===== src/rtl/cv32e40p_apu_arbiter.sv =====
// Round-robin arbiter that lets NUM_CORES cv32e40p cores share one APU/FPU.
// Issuing core IDs are kept in an in-order FIFO so each result reaches the core that issued it.
module cv32e40p_apu_arbiter #(
    parameter int NUM_CORES       = 2,
    parameter int MAX_OUTSTANDING = 1,
    parameter int NARGS           = 3,
    parameter int WOP             = 6,
    parameter int NDSFLAGS        = 15,
    parameter int NUSFLAGS        = 5,
    localparam int CNT_W          = $clog2(MAX_OUTSTANDING + 1)
) (
    input  logic                                 clk_i,
    input  logic                                 rst_i,
    input  logic [NUM_CORES-1:0]                 core_req_i,
    output logic [NUM_CORES-1:0]                 core_gnt_o,
    input  logic [NUM_CORES-1:0][NARGS-1:0][31:0] core_operands_i,
    input  logic [NUM_CORES-1:0][WOP-1:0]        core_op_i,
    input  logic [NUM_CORES-1:0][NDSFLAGS-1:0]   core_flags_i,
    output logic [NUM_CORES-1:0]                 core_rvalid_o,
    output logic [31:0]                          core_result_o,
    output logic [NUSFLAGS-1:0]                  core_rflags_o,
    output logic                                 fpu_req_o,
    input  logic                                 fpu_gnt_i,
    output logic [NARGS-1:0][31:0]               fpu_operands_o,
    output logic [WOP-1:0]                       fpu_op_o,
    output logic [NDSFLAGS-1:0]                  fpu_flags_o,
    input  logic                                 fpu_rvalid_i,
    input  logic [31:0]                          fpu_result_i,
    input  logic [NUSFLAGS-1:0]                  fpu_rflags_i,
    output logic [CNT_W-1:0]                     outstanding_o,
    output logic                                 err_o
);

    localparam int IDX_W = (NUM_CORES > 1) ? $clog2(NUM_CORES) : 1;
    localparam int PTR_W = (MAX_OUTSTANDING > 1) ? $clog2(MAX_OUTSTANDING) : 1;

    typedef enum logic {ARB, HOLD} state_e;

    state_e           state_q, state_d;
    logic [IDX_W-1:0] rr_ptr_q, rr_ptr_d;
    logic [IDX_W-1:0] lock_idx_q, lock_idx_d;
    logic [IDX_W-1:0] arb_idx, winner, head_idx;
    logic [IDX_W-1:0] id_mem [MAX_OUTSTANDING];
    logic [PTR_W-1:0] wr_ptr_q, rd_ptr_q;
    logic [CNT_W-1:0] count_q;
    logic             err_q;
    logic             fifo_full, fifo_empty, accept, pop, found;
    int               cand;

    function automatic logic [PTR_W-1:0] ptr_inc(input logic [PTR_W-1:0] ptr);
        return (ptr == PTR_W'(MAX_OUTSTANDING - 1)) ? '0 : ptr + PTR_W'(1);
    endfunction

    // First requester at or after rr_ptr_q, wrapping modulo NUM_CORES.
    always_comb begin
        // NOTE: every always_comb output gets a default first so no path can infer a latch.
        arb_idx = rr_ptr_q;
        found   = 1'b0;
        cand    = 0;
        for (int i = 0; i < NUM_CORES; i++) begin
            cand = int'(rr_ptr_q) + i;
            if (cand >= NUM_CORES) cand = cand - NUM_CORES;
            if (!found && core_req_i[IDX_W'(cand)]) begin
                arb_idx = IDX_W'(cand);
                found   = 1'b1;
            end
        end
    end

    assign winner     = (state_q == HOLD) ? lock_idx_q : arb_idx;
    assign fifo_full  = (count_q == CNT_W'(MAX_OUTSTANDING));
    assign fifo_empty = (count_q == '0);
    assign head_idx   = id_mem[rd_ptr_q];

    // Full blocks the request even when a pop lands in the same cycle: no rvalid-to-req path.
    assign fpu_req_o = !rst_i && (|core_req_i) && !fifo_full;
    assign accept    = fpu_req_o && fpu_gnt_i;
    assign pop       = !rst_i && fpu_rvalid_i && !fifo_empty;

    assign fpu_operands_o = core_operands_i[winner];
    assign fpu_op_o       = core_op_i[winner];
    assign fpu_flags_o    = core_flags_i[winner];
    assign core_result_o  = fpu_result_i;
    assign core_rflags_o  = fpu_rflags_i;
    assign outstanding_o  = count_q;
    assign err_o          = err_q;

    always_comb begin
        core_gnt_o    = '0;
        core_rvalid_o = '0;
        if (accept) core_gnt_o[winner]   = 1'b1;
        if (pop)    core_rvalid_o[head_idx] = 1'b1;
    end

    // Once a request is shown without grant, the winner is frozen until it is accepted.
    always_comb begin
        state_d    = state_q;
        lock_idx_d = lock_idx_q;
        rr_ptr_d   = rr_ptr_q;
        if (accept) begin
            state_d  = ARB;
            rr_ptr_d = (winner == IDX_W'(NUM_CORES - 1)) ? '0 : winner + IDX_W'(1);
        end else if (fpu_req_o) begin
            state_d    = HOLD;
            lock_idx_d = winner;
        end
    end

    always_ff @(posedge clk_i) begin
        // NOTE: sequential state uses non-blocking assignments so every flop samples pre-edge values.
        if (rst_i) begin
            state_q    <= ARB;
            rr_ptr_q   <= '0;
            lock_idx_q <= '0;
            wr_ptr_q   <= '0;
            rd_ptr_q   <= '0;
            count_q    <= '0;
            err_q      <= 1'b0;
        end else begin
            state_q    <= state_d;
            rr_ptr_q   <= rr_ptr_d;
            lock_idx_q <= lock_idx_d;
            if (accept) wr_ptr_q <= ptr_inc(wr_ptr_q);
            if (pop)    rd_ptr_q <= ptr_inc(rd_ptr_q);
            if (accept && !pop)      count_q <= count_q + CNT_W'(1);
            else if (!accept && pop) count_q <= count_q - CNT_W'(1);
            if (fpu_rvalid_i && fifo_empty) err_q <= 1'b1;
        end
    end

    // NOTE: ID storage is not reset; the pointers and count alone decide which entries are valid.
    always_ff @(posedge clk_i) begin
        if (accept) id_mem[wr_ptr_q] <= winner;
    end

endmodule


===== config.mk =====
export PLATFORM = sky130hd
export DESIGN_NAME = cv32e40p_apu_arbiter
export DESIGN_NICKNAME = d
export VERILOG_FILES = /design/src/rtl/cv32e40p_apu_arbiter.sv
export SDC_FILE = /design/constraint.sdc
export NUM_CORES = 1
export LEC_CHECK = 0
export ABC_AREA = 1
export CAP_MARGIN = 20
export CORE_AREA = 2 2 170 172
export CTS_BUF_LIST = sky130_fd_sc_hd__clkbuf_8
export DETAILED_ROUTE_END_ITERATION = 8
export DIE_AREA = 0 0 172 174
export PLACE_DENSITY = 0.44
export SYNTH_ARGS = -nofsm -noshare
export SYNTH_HDL_FRONTEND = slang
export SYNTH_SLANG_ARGS = --single-unit

===== constraint.sdc =====
create_clock -name clk_i -period 1.19 [get_ports clk_i]
set_clock_uncertainty 0.05 [all_clocks]
set_input_delay 0.238 -clock clk_i [delete_from_list [all_inputs] [get_ports clk_i]]
set_output_delay 0.238 -clock clk_i [all_outputs]
set_load 0.03 [all_outputs]

-- Word-level counts from Yosys, hierarchy flattened
Memories as Yosys holds them, arrays and structs flattened.
Cells that the tools add are included.
- memories: 1
- logic and storage cells: 69
- memory bits (writable): 1
- output and inout port bits: 161
- bits in registers: 5
- mux-type cells: 27
- $lt $le $gt $ge: 8
- bitwise operators: 2
- reduce and logical (&&, ||, !) cells: 20
- $add $sub $neg: 6
- memory list (memory ; words ; bits a word ; read ports ; clocked after memory_dff ; wr ports ; line ; RTL):
    id_mem ; 1 ; 1 ; 1 ; 0 ; 1 ; 43 ; logic [IDX_W-1:0] id_mem [MAX_OUTSTANDING];
- operators with widths (kind ; count):
    $mux 96 ; 2
    $mux 15 ; 2
    $mux 1 ; 17
    $mux 6 ; 2
    $logic_and 1x1->1 ; 11
    $lt 1x3->1 const B ; 2
    $logic_not 1->1 ; 5
    $lt 1x2->1 const B ; 2
    $mux 2 ; 2
    $reduce_or 2->1 ; 2
    $sub 1x1->1 const B ; 3
    $add 1x1->1 const B ; 2
    $add 1x1->2 const B ; 1
    $demux 1 s1 ; 2
    $ge 1x1->1 const B ; 2
    $ge 1x2->1 const B ; 1
    $ge 2x2->1 const B ; 1
    $not 1->1 ; 2
    $reduce_and 2->1 ; 1
    $reduce_bool 2->1 ; 1

-- Depth between registers and ports, before layout
- depth in word-level cells: 15
- mapped depth: 8
- depth with buffers taken out: 6

-- Least setup slack after synthesis
Ideal clock, no wire load.
- path type: register to output
- from: reg count_q, in the netlist outstanding_o
- to: out core_gnt_o[1]
- path slack: -354 ps
- path buffers: 0
- cell stages (with the launch flop): 4
- arrival time: 1256 ps
- cells stage by stage: dfxtp_1 nor2_1 nand3_1 nor2_1
- cells in the longest elaborated chain, start to end: 4
- RTL lines (item ; line ; RTL):
    start, declared ; 45 ; logic [CNT_W-1:0] count_q;
    start signal, assigned ; 125 ; if (accept && !pop) count_q <= count_q + CNT_W'(1);
    start signal, assigned ; 126 ; else if (!accept && pop) count_q <= count_q - CNT_W'(1);
    $logic_not 1->1 ; 76 ; assign fpu_req_o = !rst_i && (|core_req_i) && !fifo_full;
    $logic_and 1x1->1 ; 76 ;
    $logic_and 1x1->1 ; 77 ; assign accept = fpu_req_o && fpu_gnt_i;
    $mux 2 ; 91 ; if (accept) core_gnt_o[winner] = 1'b1;
    end, declared ; 15 ; output logic [NUM_CORES-1:0] core_gnt_o,
No other way between the ends.

==> results.py <==
metrics = {
    "routing": {
        "post_detailed_route_count_of_antenna_violating_nets": 0,
        "num_vias": 3985,
        "postRouteWirelength_um": 15800,
        "drt_iter0_markers": 57,
        "via_to_cell_ratio": 3.33,
        "routedWlPerCell_um": 13.3,
        "drc": 0,
        "drt_pre_antenna_iters": 4,
    },
    "yosys": {
        "yosys.cell_count.top_type": "nand2_1",
        "synth_sequential_area_ratio_pct": 6.31,
        "synth-main-ff-cell": "dfxtp_1",
        "count_of_state_elements_after_synthesis": 6,
        "synthDistinctLibCells": 13,
        "synth_top_cell_by_area": "nand2_1",
        "yosys-top-cells-count": "360 x nand2_1, 46 x buf_4, 12 x buf_2",
        "asyncSetResetFlopFracSynth_pct": 0,
        "syn_nets": 734,
        "synth_area_per_cell_um2": 4.51,
        "syn-cell-area_um2": 2060,
        "netlist.area_leader.share_pct": 65.6,
        "number_of_instances_in_the_synthesized_netlist": 457,
        "yosysWarningCount": 0,
        "synth_top_cells_by_area": "nand2_1 66%, buf_4 17%, dfxtp_1 4.9%",
        "synth_enable_flop_cells": 1,
    },
    "floorplanning": {
        "die_height_um": 174,
        "placeableCoreArea_um2": 28200,
        "floorplan.rows": 62,
        "effective_utilization_at_floorplan_pct": 7.30,
        "fp.dieArea_um2": 29900,
        "die_width_um": 172,
        "ios": 438,
    },
    "critical_path": {
        "crit_path_start": "state_q$_SDFFE_PP0P_",
        "crit_required_ns": 0.90,
        "launch_point_of_the_worst_reg_to_reg_path": "state_q$_SDFFE_PP0P_",
        "critical_path.slowest_cell": "dfxtp_2",
        "worstPathCellList": "inv_2 -> nand2_4 -> nand2_8 -> inv_8 -> bufbuf_16 -> buf_6 -> nand2_4 -> nand2_4 -> buf_6",
        "slowest_delay_ns": 0.33,
        "critical_path.top_delay_family": "buffers and inverters",
        "worstSetupPathType": "register to output port",
        "setup.worst_path.start_class": "register",
        "cp_common_cell": "nand2_4",
        "critPathCaptureType": "output port",
        "critical_path.n_buffers_inverters": 5,
        "worstPathMaxFanout": 6,
        "crit_arrival_ns": 1.50,
    },
    "global_routing": {
        "global_route_congestion_overflow_total": 0,
        "grt_antenna_before_repair": 0,
        "grt_first_pass_wirelength_um": 21900,
        "largest_net_degree_at_the_start_of_global_routing": 30,
        "grt_pass1_vias": 3982,
        "globalRouteTotalUtil_pct": 9.43,
    },
    "power": {
        "max-vdd-ir-drop_uv": 469,
        "cellPowerDensity_nw_per_um2": 842,
        "leakage_nw": 3.57,
        "power.total_mw": 6.58,
    },
    "timing": {
        "grt_setup_unrepaired": "yes",
        "final_setup_vio_count": 125,
        "hold_violations": 0,
        "max_slew_margin_pct": 85.2,
        "fmax_mhz": 560,
        "tightest_slew_ns": 0.221,
        "timing.final.crit_period_ns": 1.79,
        "final_critical_path_setup_slack_ns": -0.596,
        "report.final.slew_viol_count": 0,
        "timing.final.crit_share_pct": 150,
    },
    "cts": {
        "sinks_on_the_clock_net": 6,
        "cts.reportedPaths.clkPinSlew_ns": 0.04,
        "clk-insertion-delay-late_ns": 0.23,
        "h-tree-depth": 1,
        "tritoncts.num_buffers": 3,
        "cts_tree": "done",
        "cts.hold.buffers_added": 0,
        "clockRootBuffer": "clkbuf_8",
        "cts-root-to-sink-buffers": 2,
    },
    "place": {
        "place_hpwl_um": 12200,
        "preCtsSetupSlack_ns": -0.472,
        "globalplace.congestion": 0.714,
        "placed_cells_incl_taps": 1172,
        "portBuffers": 363,
        "placed_standard_cell_area_um2": 6830,
    },
    "min_path": {
        "hold_path_class": "primary input to register",
        "holdCritStartpoint": "rst_i",
    },
    "finish": {
        "syn_to_final_growth_pct": 279,
        "final_instance_area_um2": 7810,
        "final_cells": 1195,
        "nNetsFinal": 1089,
        "num_antenna_cells": 0,
        "final_layout_size_suffix_gt1_share_pct": 46.5,
    },
    "run": {
        "cap_viol_max_count": 0,
    },
    "outcome": {
        "outcome": "finished, violations left",
        "violations_in_the_final_reports": "setup timing",
    },
}
final timing paths:
check / depth (start not counted) / endpoint / slack, ns
setup / recovery: 9 / fpu_operands_o[88] / -0.60
hold / removal: 2 / err_o$_SDFFE_PP0P_ / 0.28
setup reg to reg: 8 / lock_idx_q$_SDFFE_PP0P_ / -0.05
hold reg to reg: 2 / err_o$_SDFFE_PP0P_ / 0.43
metrics by stage:
stage               utilization, %  TNS, ns  hold slack, ns
detailed placement            24.2   -45.39           0.422
global route                  27.7   -73.23           0.322
floorplan                        -    -8.84           0.260
CTS                           26.8   -68.28           0.426
global placement              24.2   -44.46           0.422
finish                        27.7   -64.82           0.279
flip-flops by register name, indices dropped and copies added, names as in the netlist:
register       count
rr_ptr_q           1
id_mem             1
err_o              1
outstanding_o      1
state_q            1
lock_idx_q         1
cells by family after synthesis:
logic type / share of synthesized area, %
AOI/OAI and AO/OA: 0.850
DFF: 6.31
and+or+nand+nor: 68.2
buffers and inverters: 24.6
routing by layer:
metal | GRT usage [%] | wire length (um) | vias up
met5 | 0 | 0 | -
met4 | 1.37 | 195 | 0
met3 | 2.21 | 1490 | 20
met2 | 19.2 | 8580 | 195
met1 | 9.68 | 5570 | 1745
li1 | - | - | 2025
cell usage in the layout (no fill, tap or decap):
cell             count
a21oi_1              2
buf_16               7
clkdlybuf4s50_1    235
dfxtp_2              2
clkbuf_16            4
nand2_8              1
o31ai_1              1
buf_12              19
nor2_1               3
inv_1                8
nand2_2             58
nor2_2               1
dlymetal6s2s_1       4
edfxtp_1             1
inv_2                4
nand3_1              1
bufbuf_16            1
buf_4               57
nand2_1            176
dfxtp_1              3
inv_8                1
clkbuf_8             3
nand3_4              2
nand2_4            126
nor2_4               5
buf_6               86
power breakdown:
part / leakage, nW / internal (mW) / switching, mW
sequential: 0.0514 / 0.225 / 0.0105
combinational: 3.49 / 2.93 / 3.08
clock: 0.0269 / 0.223 / 0.106
final cells by class:
cell class | count | area (um^2)
Sequential cell | 6 | 133
Timing Repair Buffer | 413 | 4500
Tap cell | 384 | 480
Fill cell | 3090 | 20400
Inverter | 12 | 52.6
Multi-Input combinational cell | 376 | 2590
Clock inverter | 1 | 3.75
Clock buffer | 3 | 41.3
timing repair:
| item | in CTS | in global routing |
|---|---|---|
| hold endpoints to repair | 0 | 0 |
| pin swaps | 1 | 5 |
| setup buffers | 4 | 5 |
| cloned | 6 | 4 |
| resized for setup | 150 | 29 |
| endpoints found under the setup margin | 127 | 128 |
(Power assumes the default switching activity.)
